File: config.mk
export PLATFORM = sky130hd
export DESIGN_NAME = te_branch_map
export DESIGN_NICKNAME = d
export VERILOG_FILES = /design/src/rtl/te_pkg.sv /design/src/rtl/te_lane_rank.sv /design/src/rtl/te_branch_map.sv
export SDC_FILE = /design/constraint.sdc
export NUM_CORES = 1
export LEC_CHECK = 0
export CELL_PAD_IN_SITES_DETAIL_PLACEMENT = 1
export CELL_PAD_IN_SITES_GLOBAL_PLACEMENT = 1
export CORE_AREA = 2 2 78 80
export DETAILED_ROUTE_END_ITERATION = 8
export DIE_AREA = 0 0 80 82
export PLACE_DENSITY_LB_ADDON = 0.1
export SYNTH_ARGS = -nofsm -noshare
export SYNTH_HDL_FRONTEND = slang
export SYNTH_SLANG_ARGS = --single-unit
export TNS_END_PERCENT = 100
File: constraint.sdc
create_clock -name clk_i -period 8 [get_ports clk_i]
set_input_delay 1.6 -clock clk_i [delete_from_list [all_inputs] [get_ports clk_i]]
set_output_delay 1.6 -clock clk_i [all_outputs]
set_load 0.01 [all_outputs]
File: src/rtl/te_pkg.sv
// Shared trace-encoder types and limits used by the branch-map accumulator.
package te_pkg;

  localparam int BRANCH_MAP_MAX = 31;
  localparam int LANES_MAX      = 4;
  localparam int LOST_CNT_LEN   = 16;
  localparam int BMAP_CNT_W     = $clog2(BRANCH_MAP_MAX + 1);
  localparam int LANE_CNT_W     = $clog2(LANES_MAX + 1);

  // Sized for the largest map so every parameterisation shares one layout
  typedef struct packed {
    logic [BRANCH_MAP_MAX-1:0] map;
    logic [BMAP_CNT_W-1:0]     count;
    logic                      overflow;
  } te_bmap_state_t;

endpackage

File: src/rtl/te_lane_rank.sv
// Ranks the qualified branch lanes by lane index (lane 0 oldest) and counts them.
module te_lane_rank
  import te_pkg::*;
#(
  parameter int LANES = 1
) (
  input  logic [LANES-1:0]                 req_i,
  output logic [LANES-1:0][LANE_CNT_W-1:0] rank_o,
  output logic [LANE_CNT_W-1:0]            n_new_o
);

  always_comb begin
    logic [LANE_CNT_W-1:0] acc;
    acc    = '0;
    rank_o = '0;
    for (int k = 0; k < LANES; k++) begin
      rank_o[k] = acc;
      acc       = acc + LANE_CNT_W'(req_i[k]);
    end
    n_new_o = acc;
  end

endmodule

File: src/rtl/te_branch_map.sv
// Branch-map accumulator: packs per-lane branch outcomes (1 = not taken) into a map.
// Optional run-level dropped-branch counter enabled by TE_BRANCH_MAP_LOST_CNT_EN.
module te_branch_map
  import te_pkg::*;
#(
  parameter int N_BRANCH = 31,
  parameter int LANES    = 1,
  parameter int CNT_W    = $clog2(N_BRANCH + 1)
) (
  input  logic                clk_i,
  input  logic                rst_ni,
  input  logic                valid_i,
  input  logic [LANES-1:0]    is_branch_i,
  input  logic [LANES-1:0]    taken_i,
  input  logic                flush_i,
  output logic [N_BRANCH-1:0] map_o,
  output logic [CNT_W-1:0]    count_o,
  output logic                empty_o,
  output logic                full_o,
  output logic                empty_next_o,
  output logic                full_next_o,
  output logic                overflow_o,
  output logic [15:0]         lost_cnt_o
);

  te_bmap_state_t                  state_q, state_d;
  logic [LANES-1:0]                req;
  logic [LANES-1:0][LANE_CNT_W-1:0] rank;
  logic [LANE_CNT_W-1:0]           n_new;
  logic [BMAP_CNT_W-1:0]           base, room, accept, drop;
  logic                            unused_state;

  assign req = is_branch_i & {LANES{valid_i}};

  te_lane_rank #(.LANES(LANES)) u_rank (
    .req_i  (req),
    .rank_o (rank),
    .n_new_o(n_new)
  );

  // Clamp new branches to the room left after an optional flush
  always_comb begin
    logic [BMAP_CNT_W-1:0] idx;
    idx     = '0;
    state_d = state_q;
    base    = flush_i ? '0 : state_q.count;
    room    = BMAP_CNT_W'(N_BRANCH) - base;
    accept  = (BMAP_CNT_W'(n_new) < room) ? BMAP_CNT_W'(n_new) : room;
    drop    = BMAP_CNT_W'(n_new) - accept;
    if (flush_i) begin
      state_d.map      = '0;
      state_d.overflow = 1'b0;
    end
    for (int k = 0; k < LANES; k++) begin
      if (req[k] && (BMAP_CNT_W'(rank[k]) < accept)) begin
        idx                = base + BMAP_CNT_W'(rank[k]);
        state_d.map[idx]   = ~taken_i[k];
      end
    end
    if (drop != '0) state_d.overflow = 1'b1;
    state_d.count = base + accept;
  end

  always_ff @(posedge clk_i or negedge rst_ni) begin
    if (!rst_ni) state_q <= '0;
    else         state_q <= state_d;
  end

`ifdef TE_BRANCH_MAP_LOST_CNT_EN
  logic [LOST_CNT_LEN-1:0] lost_q;
  logic [LOST_CNT_LEN:0]   lost_sum;

  assign lost_sum = {1'b0, lost_q} + (LOST_CNT_LEN + 1)'(drop);

  // Saturating; survives flushes so it reflects losses over the whole run
  always_ff @(posedge clk_i or negedge rst_ni) begin
    if (!rst_ni)               lost_q <= '0;
    else if (lost_sum[LOST_CNT_LEN]) lost_q <= '1;
    else                       lost_q <= lost_sum[LOST_CNT_LEN-1:0];
  end

  assign lost_cnt_o = lost_q;
`else
  assign lost_cnt_o = '0;
`endif

  assign map_o        = state_q.map[N_BRANCH-1:0];
  assign count_o      = CNT_W'(state_q.count);
  assign empty_o      = (state_q.count == '0);
  assign full_o       = (state_q.count == BMAP_CNT_W'(N_BRANCH));
  assign overflow_o   = state_q.overflow;
  assign empty_next_o = (state_d.count == '0);
  assign full_next_o  = (state_d.count == BMAP_CNT_W'(N_BRANCH));
  assign unused_state = ^{state_q.map, state_q.count};

endmodule

* After elaboration in Yosys (flattened, before gate mapping)
Index checks and enable logic that the tools add are counted.
** Word-level totals
- Input bits :: 6
- Logic and storage cells :: 29
- Bits in registers :: 37
** Cells by class
- Add/sub/neg operators :: 3
- Eq/ne operators :: 2
- Reduce and logical (&&, ||, !) cells :: 6
- $lt $le $gt $ge :: 4
- Bitwise gates (word level) :: 2
- Mux-type cells :: 9
** Operators with widths (number)
- 2-to-1 mux 31 bit :: 2
- bitwise mux 31 bit :: 1
- equality test 5 bit (second input constant) :: 2
- logical NOT 5 bit :: 2
- 2-to-1 mux 5 bit :: 2
- less-than comparator 5 x 6 -> 1 bit (second input constant) :: 1
- adder 5 bit :: 1
- demux 1 bit (select 5 bit) :: 1
- >= comparator 5 x 1 -> 1 bit (second input constant) :: 1
- less-than comparator 1 x 5 -> 1 bit :: 1
- less-than comparator 1 x 5 -> 1 bit (first input constant) :: 1
- nonzero test 5 bit :: 1
- subtractor 1 x 5 -> 5 bit :: 1
- subtractor 5 bit (first input constant) :: 1
- 2-to-1 mux 1 bit :: 3
- logical AND 1 bit :: 2
- nonzero test 2 bit :: 1
- bitwise AND 1 bit :: 1
- inverter 1 bit :: 1

* Logic depth before layout (Yosys ltp)
Gate-level depths: netlist of run 1.
- Depth in word-level cells :: 7
- Gate-level depth with buffers :: 10
- Mapped depth without buffers :: 8

* Cells and area by module
Synthesis of run 1 repeated with hierarchy kept, for this count alone.
** Second synthesis, totals
- Cell total of the unflattened synthesis :: 285
- Area, all modules :: 2845.2 um2
** Modules (own cells, without submodules)
- te_branch_map :: cells an instance 278, area an instance 2796.4 um2, instances 1
- te_lane_rank :: cells an instance 7, area an instance 48.8 um2, instances 1

* Worst setup path before layout of run 1
OpenSTA, ideal clock, no wires.
- Kind :: input-to-output
- From :: input port flush_i
- To :: output port empty_next_o
- Setup slack :: 2.980 ns
- Required time :: 6.400 ns
- Data arrival time :: 3.420 ns
- Cell stages on the path :: 10
- Cell sequence :: buf_6 -> nand2b_1 -> buf_2 -> inv_1 -> a31oi_1 -> ha_1 -> ha_1 -> nand3_1 -> mux2_2 -> nor4b_2
** RTL lines
- from (decl) :: RTL line te_branch_map.sv:15 : input logic flush_i,
- to (decl) :: RTL line te_branch_map.sv:20 : output logic empty_next_o,

==> results of run 1 <==
report_power, final:
part / leakage, nW / total (mW) / switching (mW) / internal (mW)
sequential: 0.511 / 0.196 / 0.00690 / 0.189
combinational: 0.489 / 0.0460 / 0.0307 / 0.0153
clock: 0.0450 / 0.129 / 0.0689 / 0.0605
total: 1.05 / 0.371 / 0.107 / 0.265
layout make-up:
type	instances	area, sq um
fill	628	3119
multi-input combinational	121	1030
sequential	37	925.9
timing repair buffer	49	483.0
tap	75	93.84
clock buffer	6	72.57
inverter	3	11.26
clock inverter	2	10.01
layer usage:
metal	vias up	track usage	wire, um
li1	769	-	-
met5	-	0	0
met4	0	0.06102	49
met2	47	0.3275	3046
met1	887	0.2545	2734
met3	9	0.04945	272
cell usage after synthesis, types with 2 or more instances:
cell        n
dfrtp_1    37
buf_4      18
o311ai_0   15
o31ai_1    13
o41ai_1    11
buf_6       7
buf_2       6
o311ai_2    6
clkbuf_1    5
nand3_1     4
nor2_1      4
clkbuf_8    3
ha_1        3
inv_1       3
nand2_1     3
nor2b_1     3
o311ai_1    3
o311ai_4    3
o41ai_2     3
a21o_1      2
a21oi_1     2
buf_1       2
mux2_2      2
mux2i_1     2
nand4bb_1   2
nor3_1      2
o21ai_0     2
or3_1       2
or4_1       2
or4b_1      2
worst max path at each step:
stage / from / endpoint / slack (ns) / cells after the start
after floorplan: flush_i / empty_next_o / 2.98 / 10
after global placement: flush_i / empty_next_o / 1.62 / 11
after detailed placement: flush_i / empty_next_o / 1.41 / 11
after CTS: flush_i / empty_next_o / 1.38 / 11
after global routing: flush_i / empty_next_o / 1.13 / 11
final: flush_i / empty_next_o / 1.40 / 11
worst max-delay path, delay by kind of cell:
kind	cells	cell delay, ns
buf+inv	4	1.40
fa+ha+maj	2	0.43
simple gates	3	0.91
compound gates	1	0.32
mux	1	0.33
registers in the layout (all words and copies together), names as in the netlist:
signal,flops
map_o,31
count_o,5
overflow_o,1
metrics by stage:
stage	utilization	std cells	hold WS, ns	worst slack [ns]	power (mW)
finish	0.4571	293	0.5030	1.400	0.3714
global route	0.4571	293	0.5485	1.127	0.3915
CTS	0.4571	293	0.5093	1.380	0.3757
detailed placement	0.4427	285	0.4917	1.414	0.2458
global placement	0.4427	285	0.4831	1.624	0.2445
floorplan	-	202	0.5293	2.980	0.2347
cells by family (layout without fill, tap and decap cells):
kind of cell | after synthesis | in the layout | share of synthesized area
multiplexers | 4 | 4 | 0.01914
XOR/XNOR | 1 | 1 | 0.003942
AND/OR/NAND/NOR | 35 | 35 | 0.1143
adder cells (fa/ha/maj) | 3 | 3 | 0.01689
buffers and inverters | 44 | 60 | 0.1453
flip-flops | 37 | 37 | 0.4167
other | 1 | 16 | 0.001688
AO/OA/AOI/OAI | 62 | 62 | 0.2821
==> results.sh, run 1 <==
export IMPL_final_common_cell="clkdlybuf4s50_1"
export IMPL_portBuffers=46
export IMPL_powerDensity_nw_per_um2=141.4
export IMPL_outcome="completed"
export IMPL_crit_arrival_ns=5.00
export IMPL_vias_per_cell=5.843
export IMPL_antenna_found_initial=0
export IMPL_ys_warnings_count=0
export IMPL_layout_drive_gt1_share=0.1330
export IMPL_drv_cap=0
export IMPL_io_pins=63
export IMPL_drc_errors=0
export IMPL_cts_buffers=5
export IMPL_start_kind="input port"
export IMPL_min_period_over_period=0.8250
export IMPL_mostFrequentLayoutCells="clkdlybuf4s50_1 (46), dfrtp_1 (37), conb_1 (16)"
export IMPL_rr_endpoint="map_o[25]$_DFF_PN0_"
export IMPL_async_flop_share=1.000
export IMPL_cp_end_kind="primary output"
export IMPL_slowest_stage="nand2b_1"
export IMPL_synthCells=187
export IMPL_dp_hpwl_um=4086
export IMPL_yosysTopAreaCellShare=0.4167
export IMPL_dieArea_sq_um=6560
export IMPL_max_stage_delay_ns=0.60
export IMPL_crit_path_cell_trace="clkdlybuf4s50_1, buf_4, nand2b_1, inv_1, a31oi_1, ha_1, ha_1, nand3_1, mux2_2, nor4b_2, clkdlybuf4s50_1"
export IMPL_setup_viol=0
export IMPL_cts_hold_buffers=0
export IMPL_r2r_slack_ns=5.10
export IMPL_min_delay_path_depth=1
export IMPL_netlist_area_sq_um=2222
export IMPL_synth_largest_area_cell="dfrtp_1"
export IMPL_cts_max_path_buffers=2
export IMPL_ys_seq_area_frac=0.4167
export IMPL_relSlewSlack=0.1791
export IMPL_dpl_cell_area_sq_um=2544
export IMPL_gr_total_overflow=0
export IMPL_track_usage=0.1974
export IMPL_cts_root_buf="clkbuf_8"
export IMPL_cts_sinks=37
export IMPL_reg2reg_depth=3
export IMPL_cts_tree="yes"
export IMPL_critPathKind="input port to primary output"
export IMPL_fin_area_sq_um=2626
export IMPL_worst_setup_hold_path_clk_slew_ns=0.07
export IMPL_wire_per_inst_um=20.83
export IMPL_cts_setup_buffers=0
export IMPL_maxSlewViolCount=0
export IMPL_ys_ff_latch=37
export IMPL_r2r_start="count_o[0]$_DFF_PN0_"
export IMPL_nets=226
export IMPL_grt_pass1_vias=1741
export IMPL_ir_drop_uv=86.85
export IMPL_coreArea_sq_um=5746
export IMPL_worst_path_max_fanout=20
export IMPL_place_gp_congestion=0.8229
export IMPL_finalHoldViolCount=0
export IMPL_first_pass_iters=4
export IMPL_rsz0062_at_grt="false"
export IMPL_cts_resized=0
export IMPL_postRouteAntennaNets=0
export IMPL_grt_first_pass_wirelength_um=9887
export IMPL_start_util=0.3868
export IMPL_cp_required_ns=6.40
export IMPL_synth_edff_count=0
export IMPL_p_leak_nw=1.046
export IMPL_grt_max_degree=38
export IMPL_rows=28
export IMPL_die_y_um=82
export IMPL_antenna_cells=0
export IMPL_synthTopCellsByArea="dfrtp_1 (42%), buf_4 (6.1%), o311ai_0 (5.9%)"
export IMPL_drt_iter0_markers=152
export IMPL_die_w_um=80
export IMPL_worstMarginPinSlew_ns=1.230
export IMPL_htree_levels=2
export IMPL_vias=1712
export IMPL_syn_avg_cell_area_sq_um=11.88
export IMPL_fin_crit_ns=6.600
export IMPL_setup_tns_final_ns=0
export IMPL_worstHoldPathType="flop to flop"
export IMPL_clock_latency_ns=0.29
export IMPL_synth_cell_type_count=45
export IMPL_ys_flop_type="dfrtp_1"
export IMPL_fin_worst_skew_ns=0.003405
export IMPL_hold_path_endpoint="overflow_o$_DFFE_PN0P_"
export IMPL_drt_total_wl_um=6102
export IMPL_worstHoldStart="overflow_o$_DFFE_PN0P_"
export IMPL_fmax_mhz=151.5
export IMPL_syn_to_final_growth_pct=18.19
Power figures use the tool's default switching activity.
==> run 2: changes to the inputs <==
--- a/config.mk
+++ b/config.mk
@@ -7,9 +7,9 @@
 export LEC_CHECK = 0
 export CELL_PAD_IN_SITES_DETAIL_PLACEMENT = 1
 export CELL_PAD_IN_SITES_GLOBAL_PLACEMENT = 1
-export CORE_AREA = 2 2 78 80
+export CORE_AREA = 2 2 84 86
 export DETAILED_ROUTE_END_ITERATION = 8
-export DIE_AREA = 0 0 80 82
+export DIE_AREA = 0 0 86 88
 export PLACE_DENSITY_LB_ADDON = 0.1
 export SYNTH_ARGS = -nofsm -noshare
 export SYNTH_HDL_FRONTEND = slang
==> constraint.sdc (replaced) <==
create_clock -name clk_i -period 5.9 [get_ports clk_i]
set_input_delay 1.18 -clock clk_i [delete_from_list [all_inputs] [get_ports clk_i]]
set_output_delay 1.18 -clock clk_i [all_outputs]
set_load 0.01 [all_outputs]
==> results.sh, run 2 (same netlist as run 1, synthesis figures left out) <==
export IMPL_outcome="completed"
export IMPL_ir_drop_uv=107.1
export IMPL_io_pins=63
export IMPL_place_gp_congestion=0.7364
export IMPL_relSlewSlack=0.1813
export IMPL_syn_to_final_growth_pct=18.64
export IMPL_min_period_over_period=0.8710
export IMPL_vias_per_cell=5.671
export IMPL_antenna_cells=0
export IMPL_worst_path_max_fanout=12
export IMPL_cts_max_path_buffers=2
export IMPL_rsz0062_at_grt="false"
export IMPL_p_int_mw=0.3587
export IMPL_largest_register_ffs=31
export IMPL_power_switching_mw=0.1444
export IMPL_final_common_cell="clkdlybuf4s50_1"
export IMPL_first_pass_iters=5
export IMPL_clkPwrFrac=0.346
export IMPL_maxSlewViolCount=0
export IMPL_cts_root_buf="clkbuf_8"
export IMPL_drc_errors=0
export IMPL_worstMarginPinSlew_ns=1.227
export IMPL_grt_first_pass_wirelength_um=9777
export IMPL_vias=1690
export IMPL_dieArea_sq_um=7568
export IMPL_worstHoldPathType="flop to flop"
export IMPL_die_y_um=88
export IMPL_p_leak_nw=1.044
export IMPL_pwr_share_seq=0.530
export IMPL_layout_drive_gt1_share=0.1376
export IMPL_fill_cells=723
export IMPL_register_area_sq_um=925.9
export IMPL_start_util=0.3345
export IMPL_drt_iter0_markers=97
export IMPL_clock_latency_ns=0.29
export IMPL_dp_hpwl_um=4097
export IMPL_cts_setup_buffers=0
export IMPL_fin_crit_ns=5.139
export IMPL_powerDensity_nw_per_um2=190.8
export IMPL_wire_per_inst_um=20.34
export IMPL_start_kind="input port"
export IMPL_coreArea_sq_um=6644
export IMPL_fmax_mhz=194.6
export IMPL_cp_end_kind="primary output"
export IMPL_cts_hold_buffers=0
export IMPL_antenna_found_initial=0
export IMPL_cp_required_ns=4.72
export IMPL_multiInputGateArea_sq_um=1030
export IMPL_fin_worst_skew_ns=0.01171
export IMPL_finalHoldWorstSlack_ns=0.5202
export IMPL_drv_cap=0
export IMPL_grt_pass1_vias=1777
export IMPL_combPwrFrac=0.123
export IMPL_cts_buffers=5
export IMPL_critPathKind="input port to primary output"
export IMPL_finalHoldViolCount=0
export IMPL_crit_arrival_ns=3.96
export IMPL_mostFrequentLayoutCells="clkdlybuf4s50_1 (46), dfrtp_1 (37), conb_1 (16)"
export IMPL_r2r_slack_ns=2.92
export IMPL_nets=226
export IMPL_switching_share=0.2870
export IMPL_track_usage=0.1662
export IMPL_portBuffers=46
export IMPL_worst_setup_hold_path_clk_slew_ns=0.07
export IMPL_cts_tree="yes"
export IMPL_setup_tns_final_ns=0
export IMPL_drt_total_wl_um=6061
export IMPL_grt_max_degree=38
export IMPL_htree_levels=2
export IMPL_cts_sinks=37
export IMPL_gr_total_overflow=0
export IMPL_setup_viol=0
export IMPL_die_w_um=86
export IMPL_rows=30
export IMPL_postRouteAntennaNets=0
export IMPL_cts_resized=0
## run 2: cell count changes in the layout (fill, tap and decap cells not counted), sizes merged
cell	delta
clkbuf	-1
clkinvlp	+1
## run 2: through the flow
stage | instance area (sq um) | worst slack (ns) | power [mW] | util | cells
2_1_floorplan | 2278 | 1.720 | 0.3183 | - | 202
3_3_place_gp | 2550 | 0.8437 | 0.3315 | 0.3838 | 290
3_5_place_dp | 2550 | 0.7762 | 0.3340 | 0.3838 | 290
4_1_cts | 2636 | 0.7540 | 0.5093 | 0.3968 | 298
5_1_grt | 2636 | 0.5723 | 0.5262 | 0.3968 | 298
6_report | 2636 | 0.7611 | 0.5030 | 0.3968 | 298
## run 2: power groups by stage
stage	clock, mW	sequential, mW	combinational, mW
floorplan	0	0.266	0.0525
global placement	0	0.271	0.0603
detailed placement	0	0.272	0.0621
CTS	0.180	0.267	0.0627
global route	0.190	0.268	0.0680
finish	0.174	0.267	0.0621
## run 2: metal layers
metal / up-vias / GRT usage / routed length, um
met5: - / 0 / 0
met3: 12 / 0.02451 / 210
li1: 767 / - / -
met1: 859 / 0.2281 / 2780
met4: 0 / 0.05916 / 86
met2: 52 / 0.2678 / 2983
## run 2: worst max-delay path, stage by stage
cell	delay, ns
clkdlybuf4s50_1	0.55
nand2_1	0.31
a31oi_1	0.32
ha_1	0.23
ha_1	0.19
nand3_1	0.09
mux2_2	0.32
nor4b_2	0.21
clkdlybuf4s50_1	0.57
## run 2: worst paths after layout
path	from	to	depth (start not counted)
worst max-delay path	is_branch_i	empty_next_o	9
worst min-delay path	overflow_o$_DFFE_PN0P_	overflow_o$_DFFE_PN0P_	1
worst max register to register	count_o[0]$_DFF_PN0_	map_o[25]$_DFF_PN0_	3
worst min register to register	overflow_o$_DFFE_PN0P_	overflow_o$_DFFE_PN0P_	1
max in group asynchronous	rst_ni	count_o[3]$_DFF_PN0_	2
min in group asynchronous	rst_ni	map_o[9]$_DFF_PN0_	2
## run 2: area by class of cell
class | count | share of cell area
flip-flops and latches | 37 | 0.3512
inverters | 3 | 0.004271
multi-input cells | 121 | 0.3906
well taps | 80 | 0.03797
clock buffers | 5 | 0.02610
repair buffers | 49 | 0.1832
clock inverters | 3 | 0.006645
